--- config.mk ---
export PLATFORM = sky130hd
export DESIGN_NAME = round_ctrl_flat
export DESIGN_NICKNAME = d
export VERILOG_FILES = /design/src/rtl/round_ctrl_if.sv /design/src/rtl/round_ctrl.sv /design/src/flat_wrapper.sv
export SDC_FILE = /design/constraint.sdc
export NUM_CORES = 1
export LEC_CHECK = 0
export CELL_PAD_IN_SITES_DETAIL_PLACEMENT = 1
export CELL_PAD_IN_SITES_GLOBAL_PLACEMENT = 1
export CORE_ASPECT_RATIO = 0.75
export CORE_MARGIN = 8
export CORE_UTILIZATION = 36
export DETAILED_ROUTE_END_ITERATION = 12
export HOLD_SLACK_MARGIN = 0.03
export PLACE_DENSITY_LB_ADDON = 0.1
export REMOVE_ABC_BUFFERS = 1
export SYNTH_ARGS = -nofsm -noshare
export SYNTH_HDL_FRONTEND = slang
export SYNTH_SLANG_ARGS = --single-unit
--- constraint.sdc ---
create_clock -name clk -period 2.3 [get_ports clk]
set_clock_uncertainty 0.15 [all_clocks]
set_input_delay 0.46 -clock clk [delete_from_list [all_inputs] [get_ports clk]]
set_output_delay 0.46 -clock clk [all_outputs]
set_load 0.1 [all_outputs]
--- src/rtl/round_ctrl_if.sv ---
// Signal bundle between round_ctrl, the player inputs and timer_smart.
// The slave modport is the controller's view; master is the surrounding system.
interface round_ctrl_if;
  logic       go;
  logic       pause;
  logic       hit;
  logic       t_done;
  logic       t_flicker;
  logic       t_start;
  logic [4:0] t_length;
  logic       t_freeze;
  logic       led_warn;
  logic [3:0] score;
  logic [2:0] round;
  logic       game_over;

  modport slave (
    input  go, pause, hit, t_done, t_flicker,
    output t_start, t_length, t_freeze, led_warn, score, round, game_over
  );

  modport master (
    output go, pause, hit, t_done, t_flicker,
    input  t_start, t_length, t_freeze, led_warn, score, round, game_over
  );
endinterface

--- src/rtl/round_ctrl.sv ---
// Game-round controller: runs ROUNDS timed rounds against timer_smart,
// shrinking the timer length each round and counting player hits.
module round_ctrl #(
  parameter int ROUNDS    = 4,
  parameter int LEN_FIRST = 20,
  parameter int LEN_STEP  = 4,
  parameter int LEN_MIN   = 10
) (
  input  logic          clk,
  input  logic          reset,
  round_ctrl_if.slave   bus
);

  typedef enum logic [2:0] {
    S_IDLE, S_ARM, S_RUN, S_PAUSED, S_HIT, S_MISS, S_OVER
  } state_t;

  localparam logic [5:0] LP_FIRST     = 6'(LEN_FIRST);
  localparam logic [5:0] LP_STEP      = 6'(LEN_STEP);
  localparam logic [5:0] LP_MIN       = 6'(LEN_MIN);
  localparam logic [6:0] LP_THRESHOLD = 7'(LEN_MIN + LEN_STEP);
  localparam logic [2:0] LP_LAST      = 3'(ROUNDS - 1);

  state_t     r_state, w_state_next;
  logic [5:0] r_cur_len, w_cur_len_next;
  logic [4:0] r_t_length;
  logic [3:0] r_score, w_score_next;
  logic [2:0] r_round, w_round_next;
  logic       w_advance;

  always_comb begin
    w_state_next   = r_state;
    w_cur_len_next = r_cur_len;
    w_score_next   = r_score;
    w_round_next   = r_round;
    w_advance      = 1'b0;

    case (r_state)
      S_IDLE, S_OVER: begin
        if (bus.go) begin
          w_state_next   = S_ARM;
          w_score_next   = 4'd0;
          w_round_next   = 3'd0;
          w_cur_len_next = LP_FIRST;
        end
      end
      S_ARM:  w_state_next = S_RUN;
      S_RUN: begin
        // hit outranks a simultaneous expiry
        if (bus.hit)         w_state_next = S_HIT;
        else if (bus.t_done) w_state_next = S_MISS;
        else if (bus.pause)  w_state_next = S_PAUSED;
      end
      S_PAUSED: begin
        if (bus.t_done)     w_state_next = S_MISS;
        else if (bus.pause) w_state_next = S_RUN;
      end
      S_HIT: begin
        if (r_score != 4'd15) w_score_next = r_score + 4'd1;
        w_advance = 1'b1;
      end
      S_MISS: w_advance = 1'b1;
      default: w_state_next = S_IDLE;
    endcase

    if (w_advance) begin
      if (r_round == LP_LAST) begin
        w_state_next = S_OVER;
      end else begin
        w_state_next   = S_ARM;
        w_round_next   = r_round + 3'd1;
        w_cur_len_next = ({1'b0, r_cur_len} >= LP_THRESHOLD) ? (r_cur_len - LP_STEP) : LP_MIN;
      end
    end
  end

  always_ff @(posedge clk) begin
    if (reset) begin
      r_state    <= S_IDLE;
      r_cur_len  <= 6'd0;
      r_t_length <= 5'd0;
      r_score    <= 4'd0;
      r_round    <= 3'd0;
    end else begin
      r_state   <= w_state_next;
      r_cur_len <= w_cur_len_next;
      r_score   <= w_score_next;
      r_round   <= w_round_next;
      // latch the length on entry to ARM so it is valid alongside t_start
      if (w_state_next == S_ARM) r_t_length <= w_cur_len_next[4:0];
    end
  end

  assign bus.t_start   = (r_state == S_ARM);
  assign bus.t_freeze  = (r_state == S_PAUSED);
  assign bus.game_over = (r_state == S_OVER);
  assign bus.led_warn  = bus.t_flicker && (r_state == S_RUN);
  assign bus.t_length  = r_t_length;
  assign bus.score     = r_score;
  assign bus.round     = r_round;

endmodule

--- src/flat_wrapper.sv ---
// flat-port wrapper written by rule: the top's interface ports become plain ports
module round_ctrl_flat 
#(
  parameter int ROUNDS    = 4,
  parameter int LEN_FIRST = 20,
  parameter int LEN_STEP  = 4,
  parameter int LEN_MIN   = 10
)
  (clk, reset, bus_go, bus_pause, bus_hit, bus_t_done, bus_t_flicker, bus_t_start, bus_t_length, bus_t_freeze, bus_led_warn, bus_score, bus_round, bus_game_over);
  round_ctrl_if bus_i ();
  input  logic clk;
  input  logic reset;
  input wire logic [$bits(bus_i.go)-1:0] bus_go;
  input wire logic [$bits(bus_i.pause)-1:0] bus_pause;
  input wire logic [$bits(bus_i.hit)-1:0] bus_hit;
  input wire logic [$bits(bus_i.t_done)-1:0] bus_t_done;
  input wire logic [$bits(bus_i.t_flicker)-1:0] bus_t_flicker;
  output wire logic [$bits(bus_i.t_start)-1:0] bus_t_start;
  output wire logic [$bits(bus_i.t_length)-1:0] bus_t_length;
  output wire logic [$bits(bus_i.t_freeze)-1:0] bus_t_freeze;
  output wire logic [$bits(bus_i.led_warn)-1:0] bus_led_warn;
  output wire logic [$bits(bus_i.score)-1:0] bus_score;
  output wire logic [$bits(bus_i.round)-1:0] bus_round;
  output wire logic [$bits(bus_i.game_over)-1:0] bus_game_over;
  assign bus_i.go = bus_go;
  assign bus_i.pause = bus_pause;
  assign bus_i.hit = bus_hit;
  assign bus_i.t_done = bus_t_done;
  assign bus_i.t_flicker = bus_t_flicker;
  assign bus_t_start = bus_i.t_start;
  assign bus_t_length = bus_i.t_length;
  assign bus_t_freeze = bus_i.t_freeze;
  assign bus_led_warn = bus_i.led_warn;
  assign bus_score = bus_i.score;
  assign bus_round = bus_i.round;
  assign bus_game_over = bus_i.game_over;
  round_ctrl #(.ROUNDS(ROUNDS), .LEN_FIRST(LEN_FIRST), .LEN_STEP(LEN_STEP), .LEN_MIN(LEN_MIN)) u_core (.clk(clk), .reset(reset), .bus(bus_i));
endmodule
# Yosys cells after proc, flatten, opt, wreduce, memory -nomap -nowiden

Cells that the tools add are included.

$add $sub $neg: 3
$lt $le $gt $ge: 1
Equal/unequal tests: 11
Multiplexer cells: 22
Reduce and logical (&&, ||, !) cells: 6

Operators by type and width:

| cell                                                  | number |
|---|---|
| two-way mux 3 bit                                     | 12 |
| two-way mux 6 bit                                     | 5 |
| one-hot mux 3 bit (5 select lines)                    | 1 |
| == test 3 x 2 -> 1 bit, second input constant         | 3 |
| == test 3 bit, second input constant                  | 3 |
| two-way mux 4 bit                                     | 2 |
| one-hot mux 4 bit (2 select lines)                    | 1 |
| == test 3 x 1 -> 1 bit, second input constant         | 2 |
| >= comparator 6 x 4 -> 1 bit, second input constant   | 1 |
| subtractor 6 x 3 -> 6 bit, second input constant      | 1 |
| adder 4 x 1 -> 4 bit, second input constant           | 1 |
| inequality test 4 bit, second input constant          | 1 |
| OR reduction 2 bit                                    | 2 |
| adder 3 x 1 -> 3 bit, second input constant           | 1 |
| logical NOT 3 bit                                     | 1 |
| AND reduction 3 bit                                   | 1 |
| inequality test 2 x 1 -> 1 bit, second input constant | 1 |
| inequality test 2 bit, second input constant          | 1 |
| nonzero test 2 bit                                    | 1 |
| logical AND 1 bit                                     | 1 |
| two-way mux 1 bit                                     | 1 |

Flip-flop bits (word level): 21
Input port bits: 7
Output and inout bits: 16
Logic and storage cells: 48

# Logic depth before layout (Yosys ltp)

Depth after elaboration: 6
Mapped depth: 6
Depth with buffers taken out: 6

# Worst setup path before layout

Ideal clock, no wire load.

Path type: register to output
Start: register u_core.r_state[0]
End: output bus_t_start
Arrival: 2.841 ns
Required time: 1.690 ns
Path slack: -1.151 ns
Cell stages (with the launch flop): 3
Path buffers: 1
Cells stage by stage: dfxtp_1 > clkbuf_1 > nor3b_1

Cells in the longest elaborated chain, start to end: 1

RTL lines:

| item                     | RTL line           | source |
|---|---|---|
| start: declaration       | round_ctrl.sv:24   | `state_t r_state, w_state_next;` |
| start signal: assignment | round_ctrl.sv:85   | `r_state <= w_state_next;` |
| == test 3 x 1 -> 1 bit   | round_ctrl.sv:94   | `assign bus.t_start = (r_state == S_ARM);` |
| end: declaration         | flat_wrapper.sv:18 | `output wire logic [$bits(bus_i.t_start)-1:0] bus_t_start;` |

Every way passes these cells.

# Worst setup path after layout

Same ends and word-level chain as after synthesis.

==> impl_metrics.yaml <==
pwr:
  combinationalPowerShare_pct: 21.1
  seqPwrFrac_pct: 48.6
  leakage_nw: 0.553
  total_power_mw: 0.813
  p_per_area_nw_per_um2: 595
  p_sw_share_pct: 31.6
  peakVddDrop_mv: 0.421
  clkPwrFrac_pct: 30.4
  internal-power_mw: 0.556
  p_switching_mw: 0.257
synthesis:
  synth_xor_xnor_area_share_pct: 4.15
  netlist_area_um2: 1060
  yosysTopAreaCellShare_pct: 39.8
  yosysTopAreaCell: "dfxtp_1"
  synthAdderAreaFrac_pct: 4.74
  async_flop_share_pct: 0
  synth_edf_count: 0
  yosysSeqAreaShare_pct: 39.8
  ys_types: 41
  synth-simple-area-share_pct: 27.5
  synth_cells: 122
  synthTopCellsByArea: "dfxtp_1 (40%), ha_1 (4.7%), a21oi_1 (4.3%)"
  ys_ff_latch: 21
  synthMuxAreaShare_pct: 0.948
  synth_flop_cell: "dfxtp_1"
  yosys_warnings: 0
  syn_avg_cell_area_um2: 8.66
  synth_compound_area_share_pct: 16.6
  synth_top_family_by_area: "simple AND/OR/NAND/NOR gates"
global_route:
  grt_pass1_wl_mm: 4.80
  grt_antenna_before_repair: 0
  grt_pass1_vias: 983
  grt_overflow: 0
  gr-usage-all-layers_pct: 12.1
  grt_max_degree: 13
die:
  die-area_um2: 4940
  die_w_um: 78.5
  rows: 17
  die_h_um: 62.9
  core_area_um2: 2870
  initial_utilization_pct: 36.8
  io-pin-count: 23
timing:
  setup_viol: 0
  worstMarginPinSlew_ps: 425
  finalHoldViolCount: 0
  rsz0062_at_grt: "false"
  fin_crit_sh_pct: 90.6
  whs_ps: 305
  min_period_ps: 2080
  tns_ps: 0
  timing.fmax_mhz: 480
  layout_setup_ws_ps: 216
  slew_headroom_pct: 71.7
  maxSlewViolCount: 0
place:
  io_buffer_count: 22
  gp_congestion: 0.799
  dp_hpwl_mm: 2.12
  pre_cts_ws_ps: 232
setup_path:
  start_kind: "register"
  cp_max_fo: 12
  end_kind: "output port"
  critical_path.reg2reg.startpoint: "u_core.bus.round[0]$_SDFF_PP0_"
  required_ps: 1690
  crit_start: "u_core.r_state[0]$_SDFF_PP0_"
  worstPathArrival_ps: 1470
  crit_type: "register to output port"
route:
  num_vias: 957
  drt-pass1-iter-count: 5
  wirelength_mm: 2.78
  viasPerCell: 5.23
  drtIter0Drc: 15
  antenna_left: 0
  post_drt_wl_per_cell_um: 15.2
  drc: 0
cts:
  post-cts-setup-buffer-count: 0
  cts_tree: "built"
  cts_resized: 0
  htreeDepth: 1
  numCtsBuffers: 3
  cts-root-buf: "clkbuf_8"
  clk_latency_ps: 260
  cts_hold_buffers: 0
  clk_pin_slew_ps: 80
  cts_buffer_depth: 2
  cts_sinks: 21
hold_path:
  min_path_type: "register to register"
  min_from: "u_core.bus.round[2]$_SDFF_PP0_"
final_layout:
  final_layout_size_suffix_gt1_share_pct: 20.0
  area_growth_pct: 29.4
  antenna_cells: 0
  nets: 157
run:
  drv_cap: 0
run_status:
  status: "finished, final reports clean"
[worst max-delay path, stage by stage (launching register included)]
cell and delay (ps):
dfxtp_1 590, nor3b_1 390, buf_12 230
[routing by layer]
metal | share of wire, % | routed length (um) | up-vias | global-route usage [%]
li1 | - | - | 474 | -
met1 | 47 | 1310 | 465 | 14.7
met2 | 47 | 1310 | 16 | 19.1
met3 | 4.9 | 135 | 2 | 4.60
met4 | 0.79 | 22 | 0 | 4.15
met5 | 0 | 0 | - | 0
[placed cells by master, fill, tap and decap left out, types with 4 or more instances in the layout]
master            n
a21oi_1           9
buf_12            4
buf_4            15
clkdlybuf4s50_1   6
dfxtp_1          21
ha_1              4
inv_1             8
nand2_1          11
nand3_1           6
nor2_1           12
nor3_1            5
[final timing paths]
| kind | depth (start not counted) | slack (ps) | endpoint |
|---|---|---|---|
| worst max-delay path | 2 | 220 | bus_t_start |
| worst min-delay path | 2 | 310 | u_core.bus.round[2]$_SDFF_PP0_ |
| worst max register to register | 5 | 530 | u_core.r_cur_len[5]$_SDFF_PP0_ |
| worst min register to register | 2 | 310 | u_core.bus.round[2]$_SDFF_PP0_ |
[logic make-up after synthesis]
logic type	after synthesis
XOR/XNOR	5
AO/OA/AOI/OAI	24
flip-flops	21
adder cells (fa/ha/maj)	4
buffers and inverters	14
multiplexers	1
AND/OR/NAND/NOR	53
[synth_stat cells, types with 2 or more instances]
cell and number:
xnor2_1 2, nor2b_1 3, inv_1 8, o21ai_0 2, ha_1 4, buf_2 2, clkbuf_1 2, and2_1 2
xor2_1 3, a21oi_1 9, nand3_1 6, nor2_1 12, a31oi_1 3, and3b_1 2, dfxtp_1 21, nand2_1 11
nor3_1 5, nor3b_1 2
[stage by stage]
stage	instances	utilization [%]	area (um2)
after detailed placement	179	46.0	1320
final	183	47.6	1370
after floorplan	116	-	1020
after global routing	183	47.6	1370
after CTS	183	47.6	1370
after global placement	179	46.0	1320
[registers in the layout (all words and copies together), names as in the netlist]
| register | count |
|---|---|
| u_core.bus.round | 3 |
| u_core.bus.score | 4 |
| u_core.bus.t_length | 5 |
| u_core.r_cur_len | 6 |
| u_core.r_state | 3 |
[area by class of cell]
cell class | count | area, um2
fillers | 345 | 1510
flip-flops and latches | 21 | 420
clock inverters | 1 | 5.00
repair buffers | 25 | 253
multi-input cells | 87 | 569
clock buffers | 3 | 41.3
well taps | 38 | 47.5
inverters | 8 | 30.0
[power by group through the flow]
stage / registers (mW) / clock network, mW / logic, mW
2_1_floorplan: 0.436 / 0 / 0.0784
3_3_place_gp: 0.402 / 0 / 0.169
3_5_place_dp: 0.403 / 0 / 0.172
4_1_cts: 0.394 / 0.257 / 0.173
5_1_grt: 0.397 / 0.266 / 0.184
6_report: 0.395 / 0.247 / 0.171
Power figures use the tool's default switching activity.
==> RTL edit: new RTL, same settings <==
Encoding of `state_t`: now one-hot (7 bits for 7 states).
--- a/src/rtl/round_ctrl.sv
+++ b/src/rtl/round_ctrl.sv
@@ -13,4 +13,4 @@
 
-  typedef enum logic [2:0] {
-    S_IDLE, S_ARM, S_RUN, S_PAUSED, S_HIT, S_MISS, S_OVER
+  typedef enum logic [6:0] {
+    S_IDLE = 7'b0000001, S_ARM = 7'b0000010, S_RUN = 7'b0000100, S_PAUSED = 7'b0001000, S_HIT = 7'b0010000, S_MISS = 7'b0100000, S_OVER = 7'b1000000
   } state_t;
Formal check against the unedited RTL: same outputs for any inputs over 10 cycles, from zero or initial values and one cycle with reset high; not proved beyond that.
==> RTL edit against the unedited design <==
  * The run now ends with setup timing left
  * First-iteration DRC count grew to 3.4 times the old value
  * Synthesized area grew 32%
  * Design area grew 36%
  * Worst setup slack lost 0.25 ns
  * Sequential share of layout area shrank 3.6 points
  * Count of clock-buffer cells in the layout grew 1
  * Power grew 13%
  * Wire length grew 45%
  * Combinational power grew 17%
  * Critical path depth grew 2
  * Sequential cell count grew 4
  * Critical path type unchanged
  * Critical endpoint is now bus_game_over
  * Largest power group unchanged
==> RTL edit: results <==
export IMPL_status="finished, violations left"
export IMPL_violations="setup timing"
export IMPL_switchingPower_mw=0.273
export IMPL_synthTopCellsByArea="dfxtp_1 36%, a21oi_1 5.0%, nor3_1 4.3%"
export IMPL_combPwrFrac_pct=21.8
export IMPL_routed_wl_met3_um=195
export IMPL_synth_fa_ha_area_share_pct=4.30
export IMPL_met1_usage_pct=17.3
export IMPL_n_fill_cell=442
export IMPL_cts_resized=5
export IMPL_ys_ff_latch=25
export IMPL_vias_per_cell=5.28
export IMPL_nets=213
export IMPL_drt_pass1_iterations=4
export IMPL_grt_use_met3_pct=4.21
export IMPL_grtUsageMet2_pct=22.6
export IMPL_ys_top_cells_by_count="25 x dfxtp_1, 14 x a21oi_1, 14 x nor2_1, 12 x nand2_1, 12 x nor3_1"
export IMPL_synth_xor_area_share_pct=3.77
export IMPL_cts_setup_buffers=4
export IMPL_setup_ws_ns=-0.0370
export IMPL_grt_max_degree=14
export IMPL_num_multi_input_gates=124
export IMPL_grt_use_total_pct=13.7
export IMPL_critPathTopFamily="simple AND/OR/NAND/NOR gates"
export IMPL_worstPathMaxFanout=2
export IMPL_slew_headroom_pct=70.8
export IMPL_vdd_drop_max_mv=0.256
export IMPL_m1WireLength_um=1980
export IMPL_multi_input_area_share_pct=45.6
export IMPL_synth_compound_area_share_pct=16.0
export IMPL_largest_register_ffs=7
export IMPL_muxShareOfSynthArea_pct=2.42
export IMPL_cp_slowest_cell="or4_4"
export IMPL_top_register="u_core.r_state"
export IMPL_place_congestion=0.784
export IMPL_leakagePower_nw=0.730
export IMPL_setup_violations=2
export IMPL_dr_wl_met2_um=1840
export IMPL_drt_wirelength_per_cell_um=15.9
export IMPL_power_clock_fraction_pct=28.7
export IMPL_seq_area_frac_synth_pct=35.9
export IMPL_final_nonclk_buf_share_pct=19.7
==> RTL edit: metrics by stage <==
step,instance area (um2),setup TNS [ns],cells,hold WS (ns),setup WS [ns]
final,1860,-0.0735,253,0.308,-0.0370
after global routing,1860,-0.213,253,0.345,-0.112
after CTS,1830,-0.0721,253,0.316,-0.0504
after detailed placement,1740,0,245,0.301,0.0344
after global placement,1740,0,245,0.292,0.0940
after floorplan,1340,-6.22,157,0.283,-2.43
==> RTL edit: path summary, 6_finish.rpt <==
check	to	startpoint	slack, ns	cells after the start
max reg2reg	u_core.r_cur_len[5]$_SDFF_PP0_	u_core.r_state[2]$_SDFF_PP0_	-0.04	5
min	u_core.bus.t_length[0]$_SDFFE_PP0N_	u_core.bus.t_length[0]$_SDFFE_PP0N_	0.31	2
max	bus_game_over	u_core.r_state[2]$_SDFF_PP0_	-0.04	4
min reg2reg	u_core.bus.t_length[0]$_SDFFE_PP0N_	u_core.bus.t_length[0]$_SDFFE_PP0N_	0.31	2
